### config.mk
export PLATFORM = sky130hd
export DESIGN_NAME = mem_arbiter
export DESIGN_NICKNAME = d
export VERILOG_FILES = /design/src/rtl/mem_pkg.sv /design/src/rtl/mem_lat_counter.sv /design/src/rtl/mem_arbiter.sv
export SDC_FILE = /design/constraint.sdc
export NUM_CORES = 1
export LEC_CHECK = 0
export ABC_CLOCK_PERIOD_IN_PS = 4950
export CORE_UTILIZATION = 44
export DETAILED_ROUTE_END_ITERATION = 16
export GPL_ROUTABILITY_DRIVEN = 0
export PLACE_DENSITY = 0.9
export SLEW_MARGIN = 5
export SYNTH_ARGS = -nofsm -noshare
export SYNTH_HDL_FRONTEND = slang
export SYNTH_SLANG_ARGS = --single-unit
export TNS_END_PERCENT = 50
### constraint.sdc
create_clock -name clk -period 4.95 [get_ports clk]
set_input_delay 1.485 -clock clk [delete_from_list [all_inputs] [get_ports clk]]
set_output_delay 1.485 -clock clk [all_outputs]
set_load 0.005 [all_outputs]
### src/rtl/mem_pkg.sv
// Shared types for the memory arbiter: FSM states, grant owner and byte-lane word.
package mem_pkg;

  typedef enum logic [1:0] {
    IDLE   = 2'd0,
    ACCESS = 2'd1,
    RESP   = 2'd2
  } arb_state_t;

  typedef enum logic {
    OWNER_I = 1'b0,
    OWNER_D = 1'b1
  } owner_t;

  // Byte 0 is the most significant lane (bits 31:24).
  typedef logic [0:3][7:0] word_bytes_t;

  localparam int unsigned CNT_W = 4;

  function automatic logic [31:0] bytes_to_word(input word_bytes_t b);
    return {b[0], b[1], b[2], b[3]};
  endfunction

  function automatic word_bytes_t word_to_bytes(input logic [31:0] w);
    word_bytes_t b;
    b[0] = w[31:24];
    b[1] = w[23:16];
    b[2] = w[15:8];
    b[3] = w[7:0];
    return b;
  endfunction

endpackage

### src/rtl/mem_lat_counter.sv
// Down-counter timing the memory access: load, decrement, and a zero flag.
module mem_lat_counter
  import mem_pkg::*;
(
  input  logic             clk,
  input  logic             reset,
  input  logic             load,
  input  logic [CNT_W-1:0] load_value,
  input  logic             dec,
  output logic             zero
);

  logic [CNT_W-1:0] count_reg;

  always_ff @(posedge clk or negedge reset) begin
    if (!reset) begin
      count_reg <= '0;
    end else if (load) begin
      count_reg <= load_value;
    end else if (dec && (count_reg != '0)) begin
      count_reg <= count_reg - 1'b1;
    end
  end

  assign zero = (count_reg == '0);

endmodule

### src/rtl/mem_arbiter.sv
// Two-port (instruction/data) arbiter onto a single fixed-latency memory.
// Define MEM_ARB_RR_EN to alternate contested grants; otherwise the data side wins.
module mem_arbiter
  import mem_pkg::*;
#(
  parameter int unsigned LATENCY = 4
) (
  input  logic        clk,
  input  logic        reset,
  input  logic        i_req,
  input  logic [31:0] i_addr,
  output logic [31:0] i_rdata,
  output logic        i_ack,
  input  logic        d_req,
  input  logic        d_we,
  input  logic [31:0] d_addr,
  input  logic [31:0] d_wdata,
  output logic [31:0] d_rdata,
  output logic        d_ack,
  output logic [31:0] address_output,
  output word_bytes_t mem_data_in,
  input  word_bytes_t mem_data_out,
  output logic        write_en_out,
  output logic        busy
);

  localparam logic [CNT_W-1:0] LOAD_VALUE = CNT_W'(LATENCY - 1);

  arb_state_t  state_reg, state_next;
  owner_t      owner_reg;
  owner_t      grant_owner;
  logic        we_reg;
  logic [31:0] addr_reg;
  word_bytes_t wdata_reg;
  logic [31:0] i_rdata_reg;
  logic [31:0] d_rdata_reg;

  logic grant;
  logic cnt_load;
  logic cnt_dec;
  logic cnt_zero;
  logic capture;

`ifdef MEM_ARB_RR_EN
  // 0 favours the instruction side on the next contested grant.
  logic rr_ptr_reg;
  logic contested;

  assign contested = i_req && d_req;

  always_comb begin
    grant_owner = d_req ? OWNER_D : OWNER_I;
    if (contested) begin
      grant_owner = rr_ptr_reg ? OWNER_D : OWNER_I;
    end
  end

  always_ff @(posedge clk or negedge reset) begin
    if (!reset) begin
      rr_ptr_reg <= 1'b0;
    end else if (grant && contested) begin
      rr_ptr_reg <= ~rr_ptr_reg;
    end
  end
`else
  always_comb begin
    grant_owner = d_req ? OWNER_D : OWNER_I;
  end
`endif

  mem_lat_counter u_lat_counter (
    .clk        (clk),
    .reset      (reset),
    .load       (cnt_load),
    .load_value (LOAD_VALUE),
    .dec        (cnt_dec),
    .zero       (cnt_zero)
  );

  always_comb begin
    state_next = state_reg;
    grant      = 1'b0;
    cnt_load   = 1'b0;
    cnt_dec    = 1'b0;
    capture    = 1'b0;
    case (state_reg)
      IDLE: begin
        if (i_req || d_req) begin
          grant      = 1'b1;
          cnt_load   = 1'b1;
          state_next = ACCESS;
        end
      end
      ACCESS: begin
        if (cnt_zero) begin
          capture    = 1'b1;
          state_next = RESP;
        end else begin
          cnt_dec = 1'b1;
        end
      end
      RESP: begin
        state_next = IDLE;
      end
      default: begin
        state_next = IDLE;
      end
    endcase
  end

  always_ff @(posedge clk or negedge reset) begin
    if (!reset) begin
      state_reg <= IDLE;
    end else begin
      state_reg <= state_next;
    end
  end

  // Transaction context is latched once at grant and held until the next grant.
  always_ff @(posedge clk or negedge reset) begin
    if (!reset) begin
      owner_reg <= OWNER_I;
      we_reg    <= 1'b0;
      addr_reg  <= '0;
      wdata_reg <= '0;
    end else if (grant) begin
      owner_reg <= grant_owner;
      if (grant_owner == OWNER_D) begin
        we_reg   <= d_we;
        addr_reg <= d_addr;
        if (d_we) begin
          wdata_reg <= word_to_bytes(d_wdata);
        end
      end else begin
        we_reg   <= 1'b0;
        addr_reg <= i_addr;
      end
    end
  end

  always_ff @(posedge clk or negedge reset) begin
    if (!reset) begin
      i_rdata_reg <= '0;
      d_rdata_reg <= '0;
    end else if (capture) begin
      if (owner_reg == OWNER_I) begin
        i_rdata_reg <= bytes_to_word(mem_data_out);
      end else if (!we_reg) begin
        d_rdata_reg <= bytes_to_word(mem_data_out);
      end
    end
  end

  assign address_output = addr_reg;
  assign mem_data_in    = wdata_reg;
  assign write_en_out   = (state_reg == ACCESS) && (owner_reg == OWNER_D) && we_reg;
  assign busy           = (state_reg != IDLE);
  assign i_ack          = (state_reg == RESP) && (owner_reg == OWNER_I);
  assign d_ack          = (state_reg == RESP) && (owner_reg == OWNER_D);
  assign i_rdata        = i_rdata_reg;
  assign d_rdata        = d_rdata_reg;

endmodule

Word level (Yosys, flattened, before mapping)
Cells that the tools add are included.
{ "totals": {"output_inout_bits": 132, "in_bits": 133, "wordCells": 47, "register_bits": 136} }
{ "op_classes": {"muxes": 14, "eq_ne": 4, "bitwise": 2, "n_addsub": 1, "reduce_logical": 15} }
{ "ops": {"columns": ["op", "count"], "rows": [
  ["$mux W32", 1],
  ["$mux W1", 8],
  ["$mux W4", 2],
  ["$reduce_and A3 Y1", 2],
  ["$logic_and A1 B1 Y1", 5],
  ["$logic_not A4 Y1", 1],
  ["$mux W2", 2],
  ["$ne A2 B2 Y1 const B", 2],
  ["$pmux W2 S2", 1],
  ["$reduce_and A2 Y1", 2],
  ["$reduce_bool A2 Y1", 2],
  ["$reduce_bool A4 Y1", 1],
  ["$sub A4 B1 Y4 const B", 1],
  ["$eq A2 B1 Y1 const B", 1],
  ["$eq A2 B2 Y1 const B", 1],
  ["$logic_not A2 Y1", 1],
  ["$not A1 Y1", 2],
  ["$logic_or A1 B1 Y1", 1]
]} }

Longest topological paths before layout
Gate-level depths: netlist of the first run.
{ "logic_depth": {"word_depth": 6, "depth_mapped": 8} }

By module
Synthesis of the first run repeated with hierarchy kept, for this count alone.
{ "hier_totals": {"hier_cells": 357, "area_unflattened_um2": 5610.4} }
{ "by_module_without_submodules": {"columns": ["module", "cells_per_inst", "instances", "area_per_inst_um2"], "rows": [
  ["mem_arbiter", 330, 1, 5340.1],
  ["mem_lat_counter", 27, 1, 270.3]
]} }

Worst setup path after synthesis of the first run
Ideal clock, no wire load.
{ "synth_path": {"kind": "input -> register", "startpoint": "in d_req", "endpoint": "reg wdata_reg, in the netlist mem_data_in[10]", "cell_stages": 5, "slack_ns": 1.933, "arrival_ns": 2.892, "path_buffers": 3, "cell_sequence": "clkbuf_1 > and3_1 > clkbuf_1 > clkbuf_1 > mux2_2"} }
{ "synth_via": {"elab_chain_len": 4, "word_cells_on_any_way": 5} }
{ "synth_lines": {"columns": ["element", "line_no", "source"], "rows": [
  ["start, declared", "mem_arbiter.sv:14", "input logic d_req,"],
  ["$logic_or A1 B1 Y1", "mem_arbiter.sv:88", "if (i_req || d_req) begin"],
  ["$mux W1", "mem_arbiter.sv:88", null],
  ["$mux W1", "mem_arbiter.sv:86", "case (state_reg)"],
  ["$reduce_and A3 Y1 (no source line) (*)", null, null],
  ["end signal, assigned", "mem_arbiter.sv:132", "wdata_reg <= word_to_bytes(d_wdata);"],
  ["end, declared", "mem_arbiter.sv:34", "word_bytes_t wdata_reg;"]
]} }
Mark *: on every way between the ends. The rest lies on a longest branch, timed or not.
A chain may end at the register's enable or synchronous reset.

Worst setup path in the final report of the first run
{ "layout_path": {"startpoint": "reg state_reg[1]", "endpoint": "out busy"} }
{ "layout_via": {"elab_chain_len": 1} }
{ "layout_lines": {"columns": ["element", "line_no", "source"], "rows": [
  ["start, declared", "mem_arbiter.sv:29", "arb_state_t state_reg, state_next;"],
  ["start signal, assigned", "mem_arbiter.sv:115", "state_reg <= state_next;"],
  ["$reduce_bool A2 Y1", "mem_arbiter.sv:157", "assign busy = (state_reg != IDLE);"],
  ["end, declared", "mem_arbiter.sv:24", "output logic busy"]
]} }
Every way passes these cells.

==> results of run 1 <==
final cells by class:
cell class / count / share of cell area
clock buffers: 18 / 0.04769
clock inverters: 13 / 0.02266
inverters: 4 / 0.001668
multi-input cells: 227 / 0.2308
flip-flops and latches: 136 / 0.3781
well taps: 168 / 0.02336
repair buffers: 267 / 0.2957
final timing paths:
kind	cells past startpoint	from	end
worst max-delay path	3	state_reg[1]$_DFFE_PN0P_	busy
worst min-delay path	1	i_rdata[3]$_DFFE_PN0P_	i_rdata[3]$_DFFE_PN0P_
worst max register to register	6	u_lat_counter.count_reg[0]$_DFFE_PN0P_	i_rdata[17]$_DFFE_PN0P_
worst min register to register	1	i_rdata[3]$_DFFE_PN0P_	i_rdata[3]$_DFFE_PN0P_
max in group asynchronous	2	reset	mem_data_in[23]$_DFFE_PN0P_
min in group asynchronous	1	reset	i_rdata[18]$_DFFE_PN0P_
logic make-up (layout without fill, tap and decap cells):
family                     after synthesis  count (layout)  synth area share
and+or+nand+nor                         21              21           0.02152
adders and majority gates                2               2          0.004436
buffers and inverters                   29             302           0.03039
muxes                                  130             130            0.2722
AOI/OAI and AO/OA                       74              74           0.06810
DFF                                    136             136            0.6034
cells in the final DEF, fill, tap and decap left out, types with 2 or more instances in the layout:
| master | count |
|---|---|
| inv_1 | 4 |
| mux2_4 | 30 |
| clkinv_4 | 3 |
| dfrtp_1 | 136 |
| nor3_1 | 3 |
| clkdlybuf4s50_1 | 262 |
| bufinv_16 | 5 |
| clkbuf_16 | 17 |
| mux2i_1 | 33 |
| nand3_1 | 2 |
| mux2_2 | 67 |
| nor2_1 | 2 |
| clkinv_2 | 4 |
| buf_4 | 3 |
| nand2_1 | 3 |
| ha_1 | 2 |
| o21ai_0 | 69 |
| and3_1 | 3 |
metal layers:
layer,up-vias,global-route usage,routed length [um]
met5,-,0,0
met4,0,0.1065,367
met3,29,0.07907,1224
met2,194,0.4120,7852
met1,2087,0.2503,5525
li1,1922,-,-
cell usage after synthesis:
library cell  number  area (um2)
nor3_1             4       20.02
buf_12             3       60.06
mux2_2            67       754.5
nor3b_1            1       7.510
nand2_1            3       11.26
dfrtp_1          136        3403
or4b_4             1       13.76
buf_6              1       11.26
a21o_1             1       7.510
mux2_4            30       450.4
buf_1              3       11.26
ha_1               2       25.02
a22o_1             1       8.760
and3_1             3       18.77
o21ai_0           69       345.3
o21ai_1            1       5.000
nor2_1             3       11.26
nand2b_1           1       6.260
clkbuf_1          13       48.80
inv_1              4       15.01
or3b_1             1       8.760
nor2b_1            1       6.260
mux2i_1           33       330.3
nand3_1            2       10.01
o311a_1            1       10.01
nand3b_1           1       7.510
o211ai_1           1       7.510
buf_2              5       25.02
power by group:
part / total (uW) / switching, uW / internal [uW] / leakage (uW)
combinational: 2250 / 742 / 1510 / 0.00197
sequential: 2000 / 326 / 1680 / 0.00162
clock: 1350 / 464 / 888 / 0.000309
total: 5610 / 1530 / 4070 / 0.00390
per-stage QoR:
step / worst slack, ns / instances / area (um2) / hold slack, ns
after floorplan: 1.933 / 392 / 5640 / 0.4652
after global placement: 1.565 / 802 / 8367 / 0.4889
after detailed placement: 1.474 / 802 / 8367 / 0.4918
after CTS: 1.125 / 833 / 9000 / 0.5061
after global routing: 0.9836 / 833 / 9000 / 0.5181
final: 1.133 / 833 / 9000 / 0.5031
critical path: cells and delay by family (launching register included):
kind / cells / cell delay (ns)
buffers and inverters: 2 / 1.31
DFF: 1 / 0.45
and+or+nand+nor: 1 / 0.14
==> impl_metrics.py, run 1 <==
metrics = {
    "power_and_ir_drop": {
        "leakage_uw": 0.003895,
        "finalPower_uw": 5606,
        "vdd_ir_drop_max_v": 0.0002853,
        "power_density_mw_per_mm2": 622.9,
    },
    "synthesis": {
        "yosysWarnings": 0,
        "synth_sequential_area_ratio": 0.6034,
        "synthesis.instances": 392,
        "post_synth.cell_area_avg_um2": 14.39,
        "syn_nets": 527,
        "synth_area_mm2": 0.005640,
        "ys_ff_latch": 136,
        "synth.lib_cells_used.distinct": 28,
    },
    "layout": {
        "sequential_cell_area_mm2": 0.003403,
        "n_antenna_cell": 0,
        "final.fill_count": 805,
        "final_util": 0.7340,
        "areaGrowthSynthToFinish_pct": 59.56,
        "nNetsFinal": 788,
        "area_of_the_multi_input_gates_mm2": 0.002077,
        "drive_above_1_share": 0.2045,
    },
    "setup_path": {
        "cp_data_arrival_time_ns": 2.33,
        "cp-end-kind": "output port",
        "cp_slowest_cell": "inv_1",
        "reg2reg_setup_slack_ns": 2.27,
        "worst_path_maximum_fanout": 35,
        "cp_data_required_time_ns": 3.46,
        "sequence_of_cells_on_the_critical_path": "nor2_1, inv_1, clkdlybuf4s50_1",
        "setup.worst_path.class": "reg -> out",
        "critPathLaunchType": "flop",
        "cpPeakStageDelay_ns": 0.66,
    },
    "sta": {
        "slew_violations": 0,
        "clock-skew-final_ns": 0.005172,
        "hold_violations": 0,
        "setup_viol": 0,
        "worst_margin_pin_slew_ns": 1.109,
        "layout_worst_path_cycle_share": 0.7711,
        "rsz0062_at_grt": "false",
        "timing.setup.tns_ns": 0,
        "slew_headroom": 0.2604,
        "min_period_ns": 3.817,
        "top_achievable_clock_speed_mhz": 262.0,
    },
    "global_route": {
        "grt_start_max_net_pins": 110,
        "antenna_found_initial": 0,
        "grt.overflow.total": 0,
        "global_route_wire_length_before_repair_mm": 23.02,
        "gr-usage-all-layers": 0.2324,
        "vias_in_the_first_global_route": 4457,
    },
    "floorplanning": {
        "row_count": 40,
        "number_of_top_level_pins": 265,
        "die-area_mm2": 0.01328,
        "start_util": 0.4600,
        "dieHeight_um": 115.2,
        "die_width_um": 115.2,
        "coreArea_mm2": 0.01226,
    },
    "clock_network": {
        "cts_root_buffer": "clkbuf_16",
        "clock-sinks": 136,
        "worst_skew_pair.late_latency_ns": 0.41,
        "hold_buffers": 0,
        "cts.path.max_buffers": 2,
        "htree_num_levels": 4,
        "clkTransAtPathRegs_ns": 0.05,
        "tritoncts": "built",
        "cts_inserted_buffers": 17,
        "postCtsSetupBuffers": 0,
        "cts_repair_resize_count": 0,
    },
    "status": {
        "status": "finished, final reports clean",
    },
    "route": {
        "viasPerCell": 5.080,
        "total_routed_wirelength_mm": 14.97,
        "detail_route.first_pass.iterations": 5,
        "wire_per_inst_um": 17.97,
        "post_detailed_route_count_of_antenna_violating_nets": 0,
        "detailedRoute.firstIterationViolations": 188,
        "routed-via-count": 4232,
        "drc_errors": 0,
    },
    "job": {
        "max_cap_viol_count": 0,
    },
    "placement": {
        "port_buffers": 264,
        "dp_hpwl_mm": 10.72,
    },
    "hold_path": {
        "hold_path.class": "reg -> reg",
    },
}
No activity file was read; power rests on OpenSTA's default activity.
==> inputs of run 2 (changes only) <==
--- a/config.mk
+++ b/config.mk
@@ -5,11 +5,11 @@
 export SDC_FILE = /design/constraint.sdc
 export NUM_CORES = 1
 export LEC_CHECK = 0
-export ABC_CLOCK_PERIOD_IN_PS = 4950
-export CORE_UTILIZATION = 44
+export ABC_CLOCK_PERIOD_IN_PS = 3800
+export CORE_UTILIZATION = 41
 export DETAILED_ROUTE_END_ITERATION = 16
 export GPL_ROUTABILITY_DRIVEN = 0
-export PLACE_DENSITY = 0.9
+export PLACE_DENSITY = 0.85
 export SLEW_MARGIN = 5
 export SYNTH_ARGS = -nofsm -noshare
 export SYNTH_HDL_FRONTEND = slang
==> constraint.sdc (replaced) <==
create_clock -name clk -period 3.8 [get_ports clk]
set_input_delay 1.14 -clock clk [delete_from_list [all_inputs] [get_ports clk]]
set_output_delay 1.14 -clock clk [all_outputs]
set_load 0.005 [all_outputs]
==> impl_metrics.py, run 2 (synthesized netlist as in run 1, its figures left out) <==
metrics = {
    "status": {
        "status": "finished, final reports clean",
    },
    "sta": {
        "worst_margin_pin_slew_ns": 0.6463,
        "slew_headroom": 0.5691,
        "min_period_ns": 2.977,
        "rsz0062_at_grt": "false",
        "hold_violations": 0,
        "slew_violations": 0,
        "layout_worst_path_cycle_share": 0.7834,
        "timing.setup.tns_ns": 0,
        "top_achievable_clock_speed_mhz": 335.9,
        "clock-skew-final_ns": 0.007056,
        "setup_viol": 0,
    },
    "power_and_ir_drop": {
        "vdd_ir_drop_max_v": 0.0004058,
        "power.internal_uw": 5312,
        "power_frac_seq": 0.357,
        "p_switching_uw": 1967,
        "power_density_mw_per_mm2": 802.4,
        "sw_share": 0.2703,
        "combPwrFrac": 0.403,
        "leakage_uw": 0.003924,
        "power.share.clock": 0.240,
        "finalPower_uw": 7280,
    },
    "layout": {
        "areaGrowthSynthToFinish_pct": 60.85,
        "final_design_area_no_fill_mm2": 0.009072,
        "n_antenna_cell": 0,
        "drive_above_1_share": 0.2113,
        "commonest_non_fill_non_tap_cell_in_the_layout": "clkdlybuf4s50_1",
        "nNetsFinal": 794,
        "most-common-layout-cells": "clkdlybuf4s50_1 (262), dfrtp_1 (136), o21ai_0 (69), mux2_2 (67), mux2i_1 (33)",
    },
    "route": {
        "total_routed_wirelength_mm": 14.55,
        "detail_route.first_pass.iterations": 4,
        "detailedRoute.firstIterationViolations": 213,
        "viasPerCell": 5.047,
        "drc_errors": 0,
        "post_detailed_route_count_of_antenna_violating_nets": 0,
        "routed-via-count": 4280,
        "wire_per_inst_um": 17.16,
    },
    "clock_network": {
        "cts_repair_resize_count": 0,
        "htree_num_levels": 4,
        "tritoncts": "built",
        "clkTransAtPathRegs_ns": 0.06,
        "hold_buffers": 0,
        "postCtsSetupBuffers": 0,
        "worst_skew_pair.late_latency_ns": 0.41,
        "cts.path.max_buffers": 2,
        "cts_root_buffer": "clkbuf_16",
        "cts_inserted_buffers": 17,
        "clock-sinks": 136,
    },
    "setup_path": {
        "worst_path_maximum_fanout": 7,
        "critPathLaunchType": "flop",
        "cp-end-kind": "output port",
        "cp_data_arrival_time_ns": 1.84,
        "cp_data_required_time_ns": 2.66,
        "setup.worst_path.class": "reg -> out",
    },
    "job": {
        "max_cap_viol_count": 0,
    },
    "global_route": {
        "vias_in_the_first_global_route": 4630,
        "grt_start_max_net_pins": 62,
        "grt.overflow.total": 0,
        "global_route_wire_length_before_repair_mm": 23.71,
        "gr-usage-all-layers": 0.2177,
        "antenna_found_initial": 0,
    },
    "floorplanning": {
        "dieHeight_um": 119.3,
        "die_width_um": 119.3,
        "coreArea_mm2": 0.01335,
        "row_count": 42,
        "die-area_mm2": 0.01423,
        "number_of_top_level_pins": 265,
        "start_util": 0.4226,
    },
    "hold_path": {
        "hold_path.class": "reg -> reg",
    },
    "placement": {
        "postPlaceCellArea_mm2": 0.008432,
        "port_buffers": 264,
        "dp_hpwl_mm": 10.43,
    },
}
## run 2: cell types whose count changed in the layout (fill, tap and decap cells not counted)
cell / before / now
buf_12: 0 / 1
buf_4: 3 / 8
bufinv_16: 5 / 4
clkbuf_8: 0 / 3
clkinv_2: 4 / 2
clkinv_4: 3 / 2
clkinvlp_4: 1 / 3
nor2_1: 2 / 3
nor2_2: 1 / 0
## run 2: routing by layer
metal,global-route usage,vias to the layer above,routed length (um)
met5,0,-,0
met1,0.2399,2115,5365
met3,0.09004,25,1337
li1,-,1940,-
met2,0.3692,200,7533
met4,0.09141,0,318
## run 2: through the flow
step | hold WS [ns] | cells | setup WS [ns] | util
detailed placement | 0.4943 | 816 | 1.113 | 0.6317
finish | 0.5030 | 848 | 0.8229 | 0.6797
floorplan | 0.4652 | 392 | 1.128 | -
global placement | 0.4872 | 816 | 1.166 | 0.6317
CTS | 0.5075 | 848 | 0.8031 | 0.6797
global route | 0.5209 | 848 | 0.6848 | 0.6797
## run 2: worst paths after layout
check,startpoint,to,slack (ns),cells after the start
max in group asynchronous,reset,d_rdata[14]$_DFFE_PN0P_,2.35,2
max,state_reg[0]$_DFFE_PN0P_,write_en_out,0.82,3
min,address_output[28]$_DFFE_PN0P_,address_output[28]$_DFFE_PN0P_,0.50,2
min in group asynchronous,reset,d_rdata[13]$_DFFE_PN0P_,0.68,1
min reg2reg,address_output[28]$_DFFE_PN0P_,address_output[28]$_DFFE_PN0P_,0.50,2
max reg2reg,u_lat_counter.count_reg[0]$_DFFE_PN0P_,d_rdata[23]$_DFFE_PN0P_,1.27,5
## run 2: final cells by class
cell class              instances  area, um2
clock inverters                11      170.2
fillers                       967       4275
flip-flops and latches        136       3403
clock buffers                  21      470.5
well taps                     176      220.2
inverters                       4      15.01
repair buffers                273       2719
multi-input cells             227       2074
## run 2: worst max-delay path, stage by stage (launching register included)
cell and delay [ns]:
dfrtp_1 0.44, nor2b_1 0.28, and3_1 0.18, clkdlybuf4s50_1 0.52
## run 2: power by group through the flow
stage          Combinational (uW)  Sequential (uW)  Clock [uW]
2_1_floorplan                1070             2610           0
3_3_place_gp                 2860             2550           0
3_5_place_dp                 2950             2610           0
4_1_cts                      2980             2600        1780
5_1_grt                      3160             2690        1850
6_report                     2940             2600        1740
==> inputs of run 3 (changes only) <==
--- a/config.mk
+++ b/config.mk
@@ -5,7 +5,7 @@
 export SDC_FILE = /design/constraint.sdc
 export NUM_CORES = 1
 export LEC_CHECK = 0
-export ABC_CLOCK_PERIOD_IN_PS = 3800
+export ABC_CLOCK_PERIOD_IN_PS = 2740
 export CORE_UTILIZATION = 41
 export DETAILED_ROUTE_END_ITERATION = 16
 export GPL_ROUTABILITY_DRIVEN = 0
==> constraint.sdc (replaced) <==
create_clock -name clk -period 2.74 [get_ports clk]
set_input_delay 0.822 -clock clk [delete_from_list [all_inputs] [get_ports clk]]
set_output_delay 0.822 -clock clk [all_outputs]
set_load 0.005 [all_outputs]
==> impl_metrics.py, run 3 (synthesized netlist as in run 1, its figures left out) <==
metrics = {
    "status": {
        "status": "finished, final reports clean",
    },
    "layout": {
        "final.fill_count": 944,
        "nNetsFinal": 798,
        "area_of_the_multi_input_gates_mm2": 0.002077,
        "sequential_cell_area_mm2": 0.003403,
        "commonest_non_fill_non_tap_cell_in_the_layout": "clkdlybuf4s50_1",
        "layoutNonFillerInstCount": 851,
        "drive_above_1_share": 0.2178,
        "most-common-layout-cells": "clkdlybuf4s50_1 (262), dfrtp_1 (136), o21ai_0 (69), mux2_2 (67), mux2i_1 (33)",
        "n_antenna_cell": 0,
        "areaGrowthSynthToFinish_pct": 61.38,
    },
    "clock_network": {
        "htree_num_levels": 4,
        "tritoncts": "built",
        "clkTransAtPathRegs_ns": 0.06,
        "worst_skew_pair.late_latency_ns": 0.40,
        "clock-sinks": 136,
        "cts_inserted_buffers": 17,
        "cts_root_buffer": "clkbuf_16",
        "cts.path.max_buffers": 2,
        "postCtsSetupBuffers": 0,
    },
    "sta": {
        "slew_headroom": 0.5698,
        "hold_violations": 0,
        "hold-worst-slack_ns": 0.3942,
        "slew_violations": 0,
        "timing.setup.tns_ns": 0,
        "rsz0062_at_grt": "false",
        "clock-skew-final_ns": 0.005738,
        "top_achievable_clock_speed_mhz": 384.1,
        "setup_viol": 0,
        "min_period_ns": 2.603,
        "layout_worst_path_cycle_share": 0.9501,
        "worst_margin_pin_slew_ns": 0.6453,
        "postLayoutSetupSlackWorst_ns": 0.1367,
    },
    "setup_path": {
        "sequence_of_cells_on_the_critical_path": "nor2b_2, and3_1, clkdlybuf4s50_1",
        "cpPeakStageDelay_ns": 0.52,
        "setup.worst_path.class": "reg -> out",
        "cp_slowest_cell": "clkdlybuf4s50_1",
        "cp_data_required_time_ns": 1.92,
        "worst_path_maximum_fanout": 9,
        "cp-end-kind": "output port",
        "cp_data_arrival_time_ns": 1.78,
        "critPathLaunchType": "flop",
    },
    "route": {
        "routed-via-count": 4290,
        "viasPerCell": 5.041,
        "post_detailed_route_count_of_antenna_violating_nets": 0,
        "detailedRoute.firstIterationViolations": 124,
        "drc_errors": 0,
        "total_routed_wirelength_mm": 14.22,
        "detail_route.first_pass.iterations": 4,
        "wire_per_inst_um": 16.70,
    },
    "power_and_ir_drop": {
        "power_density_mw_per_mm2": 1105,
        "vdd_ir_drop_max_v": 0.0005625,
        "leakage_uw": 0.003949,
    },
    "hold_path": {
        "hold_path.class": "in -> async",
    },
    "floorplanning": {
        "die_width_um": 119.3,
        "row_count": 42,
        "dieHeight_um": 119.3,
        "start_util": 0.4226,
        "die-area_mm2": 0.01423,
        "coreArea_mm2": 0.01335,
        "number_of_top_level_pins": 265,
    },
    "global_route": {
        "grt.overflow.total": 0,
        "vias_in_the_first_global_route": 4562,
        "gr-usage-all-layers": 0.2102,
        "grt_start_max_net_pins": 67,
        "global_route_wire_length_before_repair_mm": 23.14,
        "antenna_found_initial": 0,
    },
    "placement": {
        "cell_count_after_placement": 820,
        "pre_cts_slack_ns": 0.2457,
        "dp_hpwl_mm": 10.48,
        "port_buffers": 264,
    },
    "job": {
        "max_cap_viol_count": 0,
    },
}
## run 3: cell count changes in the layout (fill, tap and decap cells not counted), sizes merged
cell	before	now
inv	4	6
buf	11	15
clkbuf	21	19
clkinvlp	3	2
## run 3: worst paths after layout
kind	start	to	slack [ns]	depth (start not counted)
min in group clk	i_rdata[28]$_DFFE_PN0P_	i_rdata[28]$_DFFE_PN0P_	0.50	1
hold / removal	reset	address_output[26]$_DFFE_PN0P_	0.39	1
hold reg to reg	i_rdata[28]$_DFFE_PN0P_	i_rdata[28]$_DFFE_PN0P_	0.50	1
max in group asynchronous	reset	d_rdata[6]$_DFFE_PN0P_	1.68	2
setup / recovery	state_reg[1]$_DFFE_PN0P_	write_en_out	0.14	3
setup reg to reg	u_lat_counter.count_reg[0]$_DFFE_PN0P_	d_rdata[6]$_DFFE_PN0P_	0.23	5
## run 3: cell type report
type	count	share of cell area
inverter	4	0.001649
sequential	136	0.3739
timing repair buffer	277	0.3034
clock buffer	19	0.04976
tap	176	0.02419
multi-input combinational	227	0.2282
clock inverter	12	0.01897
## run 3: what timing repair did
| action | CTS | global route |
|---|---|---|
| resized for setup | 0 | 1 |
| hold buffers | 0 | 0 |
| endpoints found under the hold margin | 0 | 0 |
| setup endpoints to repair | 0 | 1 |
## run 3: report_power, final
| group | internal, uW | switching [uW] |
|---|---|---|
| Clock | 1570 | 834 |
| Combinational | 2760 | 1290 |
| Sequential | 3020 | 577 |
| Total | 7350 | 2700 |
## run 3: metal layers
| metal | GRT usage | wire length, um | vias up |
|---|---|---|---|
| met5 | 0 | 0 | - |
| met4 | 0.08672 | 255 | 0 |
| met3 | 0.07711 | 1317 | 23 |
| met2 | 0.3488 | 7028 | 211 |
| met1 | 0.2454 | 5613 | 2100 |
| li1 | - | - | 1956 |
## run 3: critical path, delay by kind of cell (launching register included)
| kind | cells | cell delay (ns) |
|---|---|---|
| flops | 1 | 0.47 |
| buf+inv | 1 | 0.52 |
| simple gates | 2 | 0.39 |
## run 3: per-stage QoR
| step | power, uW | cell area [um2] | util |
|---|---|---|---|
| after floorplan | 5100 | 5640 | - |
| after global placement | 7525 | 8474 | 0.6349 |
| after detailed placement | 7713 | 8474 | 0.6349 |
| after CTS | 10170 | 9100 | 0.6818 |
| after global routing | 10640 | 9102 | 0.6819 |
| final | 10060 | 9102 | 0.6819 |
